--- src/rtl/ex_forward_source.sv ---
// EX/MEM and MEM/WB pipeline registers with forwarding selects, load-use stall and write-back port.
// Optional FWD_STATS_EN builds saturating forward/stall counters; otherwise they are tied to 0.
module ex_forward_source #(
  parameter int DW = 32,
  parameter int RW = 5,
  parameter int CW = 16
) (
  input  logic          clk,
  input  logic          rst,
  input  logic          flush,
  input  logic          ex_RegWrite,
  input  logic          ex_MemRead,
  input  logic [DW-1:0] ex_ALUOut,
  input  logic [RW-1:0] ex_RegDest,
  input  logic [RW-1:0] ex_Rs,
  input  logic [RW-1:0] ex_Rt,
  input  logic [DW-1:0] mem_rdata,
  output logic [DW-1:0] preData,
  output logic [DW-1:0] prePreData,
  output logic [1:0]    forwardA,
  output logic [1:0]    forwardB,
  output logic          stall_req,
  output logic          wb_RegWrite,
  output logic [RW-1:0] wb_RegDest,
  output logic [DW-1:0] wb_data,
  output logic [CW-1:0] fwd_count,
  output logic [CW-1:0] stall_count
);

  logic          r_xmRegWrite;
  logic          r_xmMemRead;
  logic [RW-1:0] r_xmRegDest;
  logic [DW-1:0] r_xmALUOut;
  logic          r_mwRegWrite;
  logic [RW-1:0] r_mwRegDest;
  logic [DW-1:0] r_mwData;

  logic [1:0]    w_fwdA;
  logic [1:0]    w_fwdB;
  logic          w_stall;
  logic          w_bubble;

  // A load in EX/MEM cannot forward yet; its data only exists once it reaches MEM/WB.
  always_comb begin
    w_fwdA = 2'b00;
    if (ex_Rs != '0) begin
      if (r_xmRegWrite && !r_xmMemRead && r_xmRegDest == ex_Rs)
        w_fwdA = 2'b01;
      else if (r_mwRegWrite && r_mwRegDest == ex_Rs)
        w_fwdA = 2'b10;
    end
  end

  always_comb begin
    w_fwdB = 2'b00;
    if (ex_Rt != '0) begin
      if (r_xmRegWrite && !r_xmMemRead && r_xmRegDest == ex_Rt)
        w_fwdB = 2'b01;
      else if (r_mwRegWrite && r_mwRegDest == ex_Rt)
        w_fwdB = 2'b10;
    end
  end

  assign w_stall  = r_xmMemRead && r_xmRegWrite && (r_xmRegDest != '0) &&
                    ((r_xmRegDest == ex_Rs) || (r_xmRegDest == ex_Rt));
  assign w_bubble = flush || w_stall;

  always_ff @(posedge clk or posedge rst) begin
    if (rst) begin
      r_xmRegWrite <= 1'b0;
      r_xmMemRead  <= 1'b0;
      r_xmRegDest  <= '0;
      r_xmALUOut   <= '0;
      r_mwRegWrite <= 1'b0;
      r_mwRegDest  <= '0;
      r_mwData     <= '0;
    end else begin
      r_xmRegWrite <= ex_RegWrite && !w_bubble;
      r_xmMemRead  <= ex_MemRead && !w_bubble;
      r_xmRegDest  <= ex_RegDest;
      r_xmALUOut   <= ex_ALUOut;
      r_mwRegWrite <= r_xmRegWrite;
      r_mwRegDest  <= r_xmRegDest;
      r_mwData     <= r_xmMemRead ? mem_rdata : r_xmALUOut;
    end
  end

  assign preData     = r_xmALUOut;
  assign prePreData  = r_mwData;
  assign wb_data     = r_mwData;
  assign wb_RegWrite = r_mwRegWrite;
  assign wb_RegDest  = r_mwRegDest;
  assign forwardA    = w_fwdA;
  assign forwardB    = w_fwdB;
  assign stall_req   = w_stall;

`ifdef FWD_STATS_EN
  localparam logic [CW-1:0] CNT_MAX = '1;

  logic [CW-1:0] r_fwdCount;
  logic [CW-1:0] r_stallCount;
  logic [1:0]    w_fwdInc;
  logic [CW:0]   w_fwdSum;

  assign w_fwdInc = {1'b0, (w_fwdA != 2'b00)} + {1'b0, (w_fwdB != 2'b00)};
  assign w_fwdSum = {1'b0, r_fwdCount} + {{(CW-1){1'b0}}, w_fwdInc};

  // Forwards are only counted on cycles that actually issue, i.e. not while stalled.
  always_ff @(posedge clk or posedge rst) begin
    if (rst) begin
      r_fwdCount   <= '0;
      r_stallCount <= '0;
    end else if (w_stall) begin
      if (r_stallCount != CNT_MAX)
        r_stallCount <= r_stallCount + 1'b1;
    end else begin
      r_fwdCount <= (w_fwdSum > {1'b0, CNT_MAX}) ? CNT_MAX : w_fwdSum[CW-1:0];
    end
  end

  assign fwd_count   = r_fwdCount;
  assign stall_count = r_stallCount;
`else
  assign fwd_count   = '0;
  assign stall_count = '0;
`endif

endmodule

--- config.mk ---
export PLATFORM = sky130hd
export DESIGN_NAME = ex_forward_source
export DESIGN_NICKNAME = d
export VERILOG_FILES = /design/src/rtl/ex_forward_source.sv
export SDC_FILE = /design/constraint.sdc
export NUM_CORES = 1
export LEC_CHECK = 0
export CAP_MARGIN = 10
export CELL_PAD_IN_SITES_DETAIL_PLACEMENT = 1
export CELL_PAD_IN_SITES_GLOBAL_PLACEMENT = 1
export CORE_AREA = 2 2 113 115
export DETAILED_ROUTE_END_ITERATION = 12
export DIE_AREA = 0 0 115 117
export PLACE_DENSITY = 0.86
export SLEW_MARGIN = 20
export SYNTH_ARGS = -nofsm -noshare
export SYNTH_HDL_FRONTEND = slang
export SYNTH_SLANG_ARGS = --single-unit
--- constraint.sdc ---
create_clock -name clk -period 2.9 [get_ports clk]
set_input_delay 0.58 -clock clk [delete_from_list [all_inputs] [get_ports clk]]
set_output_delay 0.58 -clock clk [all_outputs]
set_load 0.01 [all_outputs]
==> results of run 1 <==
[placed cells by master, fill, tap and decap left out, types with 3 or more instances in the layout]
cell type	netlist	layout
buf_4	64	6
mux2_2	32	32
clkdlybuf4s50_1	0	185
conb_1	1	32
nor3_1	4	3
xor2_1	6	6
xnor2_1	14	14
dlygate4sd2_1	0	5
dfrtp_1	77	76
clkinv_2	0	3
clkbuf_16	0	9
[through the flow]
| stage | util, % | worst slack (ps) | std cells | hold slack (ps) |
|---|---|---|---|---|
| finish | 42.2 | 137 | 548 | 435 |
| global route | 42.2 | 53.1 | 548 | 459 |
| CTS | 42.2 | 135 | 548 | 435 |
| detailed placement | 39.8 | -197 | 533 | 421 |
| global placement | 39.8 | -132 | 533 | 413 |
| floorplan | - | 353 | 254 | 393 |
[worst max-delay path by stage]
stage	from	slack, ps	cells past startpoint	to
5_1_grt	ex_Rt[2]	50	7	forwardB[1]
3_3_place_gp	ex_Rs[4]	-130	7	forwardA[1]
6_report	ex_Rt[3]	140	5	forwardB[0]
4_1_cts	ex_Rs[3]	140	6	forwardA[0]
2_1_floorplan	rst	350	1	preData[0]
3_5_place_dp	ex_Rt[2]	-200	7	forwardB[1]
[registers in the layout (all words and copies together), names as in the netlist]
name          flops
r_xmRegWrite      1
wb_RegDest        5
wb_RegWrite       1
prePreData       32
r_xmMemRead       1
preData          32
r_xmRegDest       5
[what timing repair did]
action,in CTS,in global routing
gates resized for setup,9,0
setup endpoints to repair,5,0
setup buffers,0,0
[routing by layer]
| metal | vias up | wire length [um] | track usage (%) |
|---|---|---|---|
| met5 | - | 0 | 0 |
| met4 | 0 | 197 | 6.59 |
| met2 | 149 | 4750 | 24.1 |
| li1 | 979 | - | - |
| met1 | 1095 | 3360 | 14.5 |
| met3 | 17 | 1180 | 8.65 |
[critical path: cells and delay by family]
family        cells  cell delay [ps]
buf+inv           2              770
simple gates      3              830
[layout make-up]
| class | count | area, um2 | area share [%] |
|---|---|---|---|
| repair buffers | 197 | 1960 | 37.7 |
| flip-flops and latches | 77 | 1930 | 37.1 |
| multi-input cells | 108 | 828 | 15.9 |
| clock buffers | 11 | 243 | 4.67 |
| well taps | 150 | 188 | 3.61 |
| clock inverters | 4 | 48.8 | 0.938 |
| inverters | 1 | 5.00 | 0.0962 |
[logic make-up after synthesis]
family / synth area share, %
flops: 61.6
xor+xnor: 5.60
mux: 11.5
other cells: 0.120
buf+inv: 16.1
compound gates: 0.681
simple gates: 4.32
[power by group through the flow]
| stage | clock network, mW | logic, mW | registers (mW) |
|---|---|---|---|
| 2_1_floorplan | 0 | 0.209 | 1.23 |
| 3_3_place_gp | 0 | 0.501 | 1.20 |
| 3_5_place_dp | 0 | 0.510 | 1.21 |
| 4_1_cts | 1.15 | 0.517 | 1.19 |
| 5_1_grt | 1.19 | 0.545 | 1.20 |
| 6_report | 1.11 | 0.510 | 1.19 |
==> flow_summary.json, run 1 <==
{
  "status": "finished clean",
  "power_frac_comb_pct": 18.2,
  "reg2reg_depth": 5,
  "r2r-end": "r_xmMemRead",
  "ctsRootBufferMaster": "clkbuf_16",
  "design_area_mm2": 0.00520,
  "coreArea_mm2": 0.0123,
  "cp_max_fo": 3,
  "clk_pin_slew_ps": 60,
  "yosysWarnings": 0,
  "fmax_ghz": 0.362,
  "die_w_um": 115,
  "fillers": 1279,
  "hold_viol": 0,
  "p_per_area_mw_per_mm2": 539,
  "final_max_slew_viol_count": 0,
  "p_leak_nw": 2.16,
  "fin_crit_sh_pct": 95.3,
  "holdBufCountCts": 0,
  "min_path_type": "flip-flop to flip-flop",
  "rsz0062_at_grt": "no",
  "ys_ff_latch": 77,
  "synth_seq_area_share_pct": 61.6,
  "area_growth_pct": 66.4,
  "layout.nets": 478,
  "drc": 0,
  "dieArea_mm2": 0.0135,
  "vias_per_cell": 4.09,
  "synthTopCellsByArea": "dfrtp_1 (62%), buf_4 (15%), mux2_2 (12%)",
  "first_pass_iters": 4,
  "cp_data_arrival_time_ps": 2180,
  "layout-drive-gt1-share_pct": 16.1,
  "crit_type": "input pin to primary output",
  "start_util_pct": 25.4,
  "synth_top_area_share_pct": 61.6,
  "synth-edff-count": 0,
  "cts_tree": "yes",
  "cts_num_sinks": 77,
  "routabilityCongestion": 0.794,
  "final_antenna_net_count": 0,
  "grt_pass1_wl_um": 14100,
  "portBuffers": 190,
  "antenna_found_initial": 0,
  "die_h_um": 117,
  "avgSynthCellArea_um2": 14.0,
  "synth_top_area_cell": "dfrtp_1",
  "switching_power_mw": 0.664,
  "hpwl_um": 7370,
  "routed_wl_um": 9490,
  "drt_iter0_markers": 24,
  "p_total_mw": 2.80,
  "clock_tree.buffer_depth": 2,
  "yosysMostFrequentCell": "dfrtp_1",
  "cp_cell_sequence": "clkdlybuf4s50_1, or4_1, nor2_2, nor3_1, dlygate4sd2_1",
  "holdPathStages": 0,
  "post_drt_wl_per_cell_um": 17.3,
  "clkPwrFrac_pct": 39.4,
  "slew_headroom_pct": 57.3,
  "p_seq_share_pct": 42.4,
  "end_kind": "primary output",
  "grt_pass1_vias": 2564,
  "async_flop_share_pct": 100,
  "gr-total-overflow": 0,
  "row_count": 41,
  "hp-start": "r_xmRegWrite",
  "numCtsBuffers": 9,
  "synth.distinct_cells": 21,
  "ir_drop_uv": 304,
  "h-tree-depth": 3,
  "swShare_pct": 23.7,
  "crit_slowest_cell": "or4_1",
  "setup_tns_ps": 0,
  "required_ps": 2320,
  "layout_min_cycle_time_ps": 2760,
  "critPathLaunchType": "input pin",
  "r2r_start": "r_xmRegDest[2]",
  "finalSetupViolations": 0,
  "ioPinCount": 223,
  "p_int_mw": 2.14,
  "clock_skew_ps": 6.22,
  "synth.cells.most_frequent": "dfrtp_1 (77), buf_4 (64), mux2_2 (32)",
  "slowest_delay_ps": 590,
  "syn_inst": 223,
  "reg2reg_slack_ps": 1270,
  "tightest_slew_ps": 640,
  "diodes": 0,
  "placed_cell_area_mm2": 0.00490,
  "clock_latency_ps": 340,
  "vias": 2240,
  "gr-usage-all-layers_pct": 14.4,
  "synth_ff_type": "dfrtp_1",
  "syn-cell-area_mm2": 0.00313,
  "cap_violations": 0,
  "min_to": "wb_RegWrite",
  "grt_max_degree": 45
}
No activity file was read; power rests on OpenSTA's default activity.
==> inputs of run 2 (changes only) <==
--- a/config.mk
+++ b/config.mk
@@ -12,6 +12,7 @@
 export DETAILED_ROUTE_END_ITERATION = 12
 export DIE_AREA = 0 0 115 117
 export PLACE_DENSITY = 0.86
+export RECOVER_POWER = 50
 export SLEW_MARGIN = 20
 export SYNTH_ARGS = -nofsm -noshare
 export SYNTH_HDL_FRONTEND = slang
==> run 2 against run 1 <==
  * The run now ends with max-capacitance violations, max-slew violations left
  * Sequential share of layout area rose by 0.13 points
  * Non-clock buffer count did not move
  * Die area did not move
  * Global-route usage did not move
  * Via count rose by 0.54%
  * Register-to-register slack got worse by 130 ps
  * Largest cell class unchanged
  * Highest routed layer unchanged
==> flow_summary.json, run 2 (synthesis results as in run 1) <==
{
  "p_per_area_mw_per_mm2": 538,
  "portBuffers": 190,
  "cp_max_fo": 3,
  "final_cell_mix": "clkdlybuf4s50_1 (147), dfrtp_1 (76), dlygate4sd3_1 (38)",
  "tightest_slew_ps": 1560,
  "vias_per_cell": 4.10,
  "die_h_um": 117,
  "row_count": 41,
  "required_ps": 2320,
  "ctsRootBufferMaster": "clkbuf_16",
  "drc": 0,
  "hpwl_um": 7370,
  "final_max_slew_viol_count": 35,
  "ioPinCount": 223,
  "routed_wl_um": 9460,
  "critPathLaunchType": "input pin",
  "final_common_cell": "clkdlybuf4s50_1",
  "cap_violations": 1,
  "routabilityCongestion": 0.794,
  "start_util_pct": 25.4,
  "holdBufCountCts": 0,
  "cts_tree": "yes",
  "antenna_found_initial": 1,
  "placed_cell_area_mm2": 0.00490,
  "status": "finished, violations left",
  "clk_pin_slew_ps": 60,
  "drt_iter0_markers": 31,
  "coreArea_mm2": 0.0123,
  "cts_num_sinks": 77,
  "rsz0062_at_grt": "no",
  "area_growth_pct": 65.9,
  "hold_viol": 0,
  "gr-total-overflow": 0,
  "clock_skew_ps": 6.21,
  "cp_data_arrival_time_ps": 2180,
  "layout.nets": 478,
  "grt_pass1_wl_um": 14100,
  "p_leak_nw": 2.15,
  "ir_drop_uv": 303,
  "fin_crit_sh_pct": 95.3,
  "gr-usage-all-layers_pct": 14.4,
  "clock_tree.buffer_depth": 2,
  "vias": 2252,
  "final_antenna_net_count": 0,
  "layout_min_cycle_time_ps": 2760,
  "slew_headroom_pct": -4.47,
  "post_cts_resized": 9,
  "grt_pass1_vias": 2564,
  "finalSetupViolations": 0,
  "h-tree-depth": 3,
  "numCtsBuffers": 9,
  "utilization_pct": 42.1,
  "fmax_ghz": 0.362,
  "min_path_type": "flip-flop to flip-flop",
  "post_drt_wl_per_cell_um": 17.2,
  "end_kind": "primary output",
  "setup_slack_ps": 137,
  "whs_ps": 434,
  "violations": "max-capacitance violations, max-slew violations",
  "crit_type": "input pin to primary output",
  "grt_max_degree": 45,
  "dp_slack_ps": -197,
  "layout-drive-gt1-share_pct": 15.1,
  "design_area_mm2": 0.00518,
  "dieArea_mm2": 0.0135,
  "cts_setup_buffers": 0,
  "clock_latency_ps": 340,
  "die_w_um": 115,
  "first_pass_iters": 4
}
[run 2: changes by cell type in the layout (fill, tap and decap cells not counted)]
cell             previous run  this run
diode_2                     0         1
mux2_1                      0         2
clkbuf_1                    1         3
clkdlybuf4s50_1           185       147
buf_12                      1         0
clkbuf_4                    0         1
clkinvlp_2                  0         1
mux2_2                     32        30
dlygate4sd3_1               0        38
buf_4                       6         4
clkinv_2                    3         2
[run 2: worst paths after layout]
path / start / to / slack [ps] / cells past startpoint
max reg2reg: r_xmMemRead / prePreData[8] / 1140 / 2
min in group asynchronous: rst / prePreData[18] / 1070 / 2
max: ex_Rt[3] / forwardB[0] / 140 / 5
max in group asynchronous: rst / prePreData[23] / 520 / 3
min: r_xmRegWrite / wb_RegWrite / 430 / 0
min reg2reg: r_xmRegWrite / wb_RegWrite / 430 / 0
[run 2: where the power goes]
| group | internal, mW | switching [mW] |
|---|---|---|
| combinational | 0.301 | 0.194 |
| clock | 0.683 | 0.423 |
| sequential | 1.14 | 0.0464 |
[run 2: layout make-up]
| cell class | count | area (um2) |
|---|---|---|
| Antenna cell | 1 | 2.50 |
| Clock buffer | 11 | 243 |
| Clock inverter | 4 | 48.8 |
| Fill cell | 1281 | 7130 |
| Inverter | 1 | 5.00 |
| Multi-Input combinational cell | 108 | 828 |
| Sequential cell | 77 | 1930 |
| Tap cell | 150 | 188 |
| Timing Repair Buffer | 197 | 1940 |
[run 2: stage by stage]
| stage | total power, mW | setup TNS, ps | std cells |
|---|---|---|---|
| after CTS | 2.85 | 0 | 548 |
| after global placement | 1.70 | -371 | 533 |
| after detailed placement | 1.72 | -563 | 533 |
| after global routing | 2.92 | 0 | 549 |
| after floorplan | 1.44 | 0 | 254 |
| final | 2.79 | 0 | 549 |
[run 2: critical path, stage by stage]
cell	delay (ps)
clkdlybuf4s50_1	480
or4_1	590
nor2_2	160
nor3_1	80
dlygate4sd2_1	290
[run 2: routing by layer]
layer	vias up	GRT usage [%]	wire length, um
li1	980	-	-
met1	1104	14.5	3330
met2	151	24.1	4750
met3	17	8.65	1180
met4	0	6.59	197
met5	-	0	0
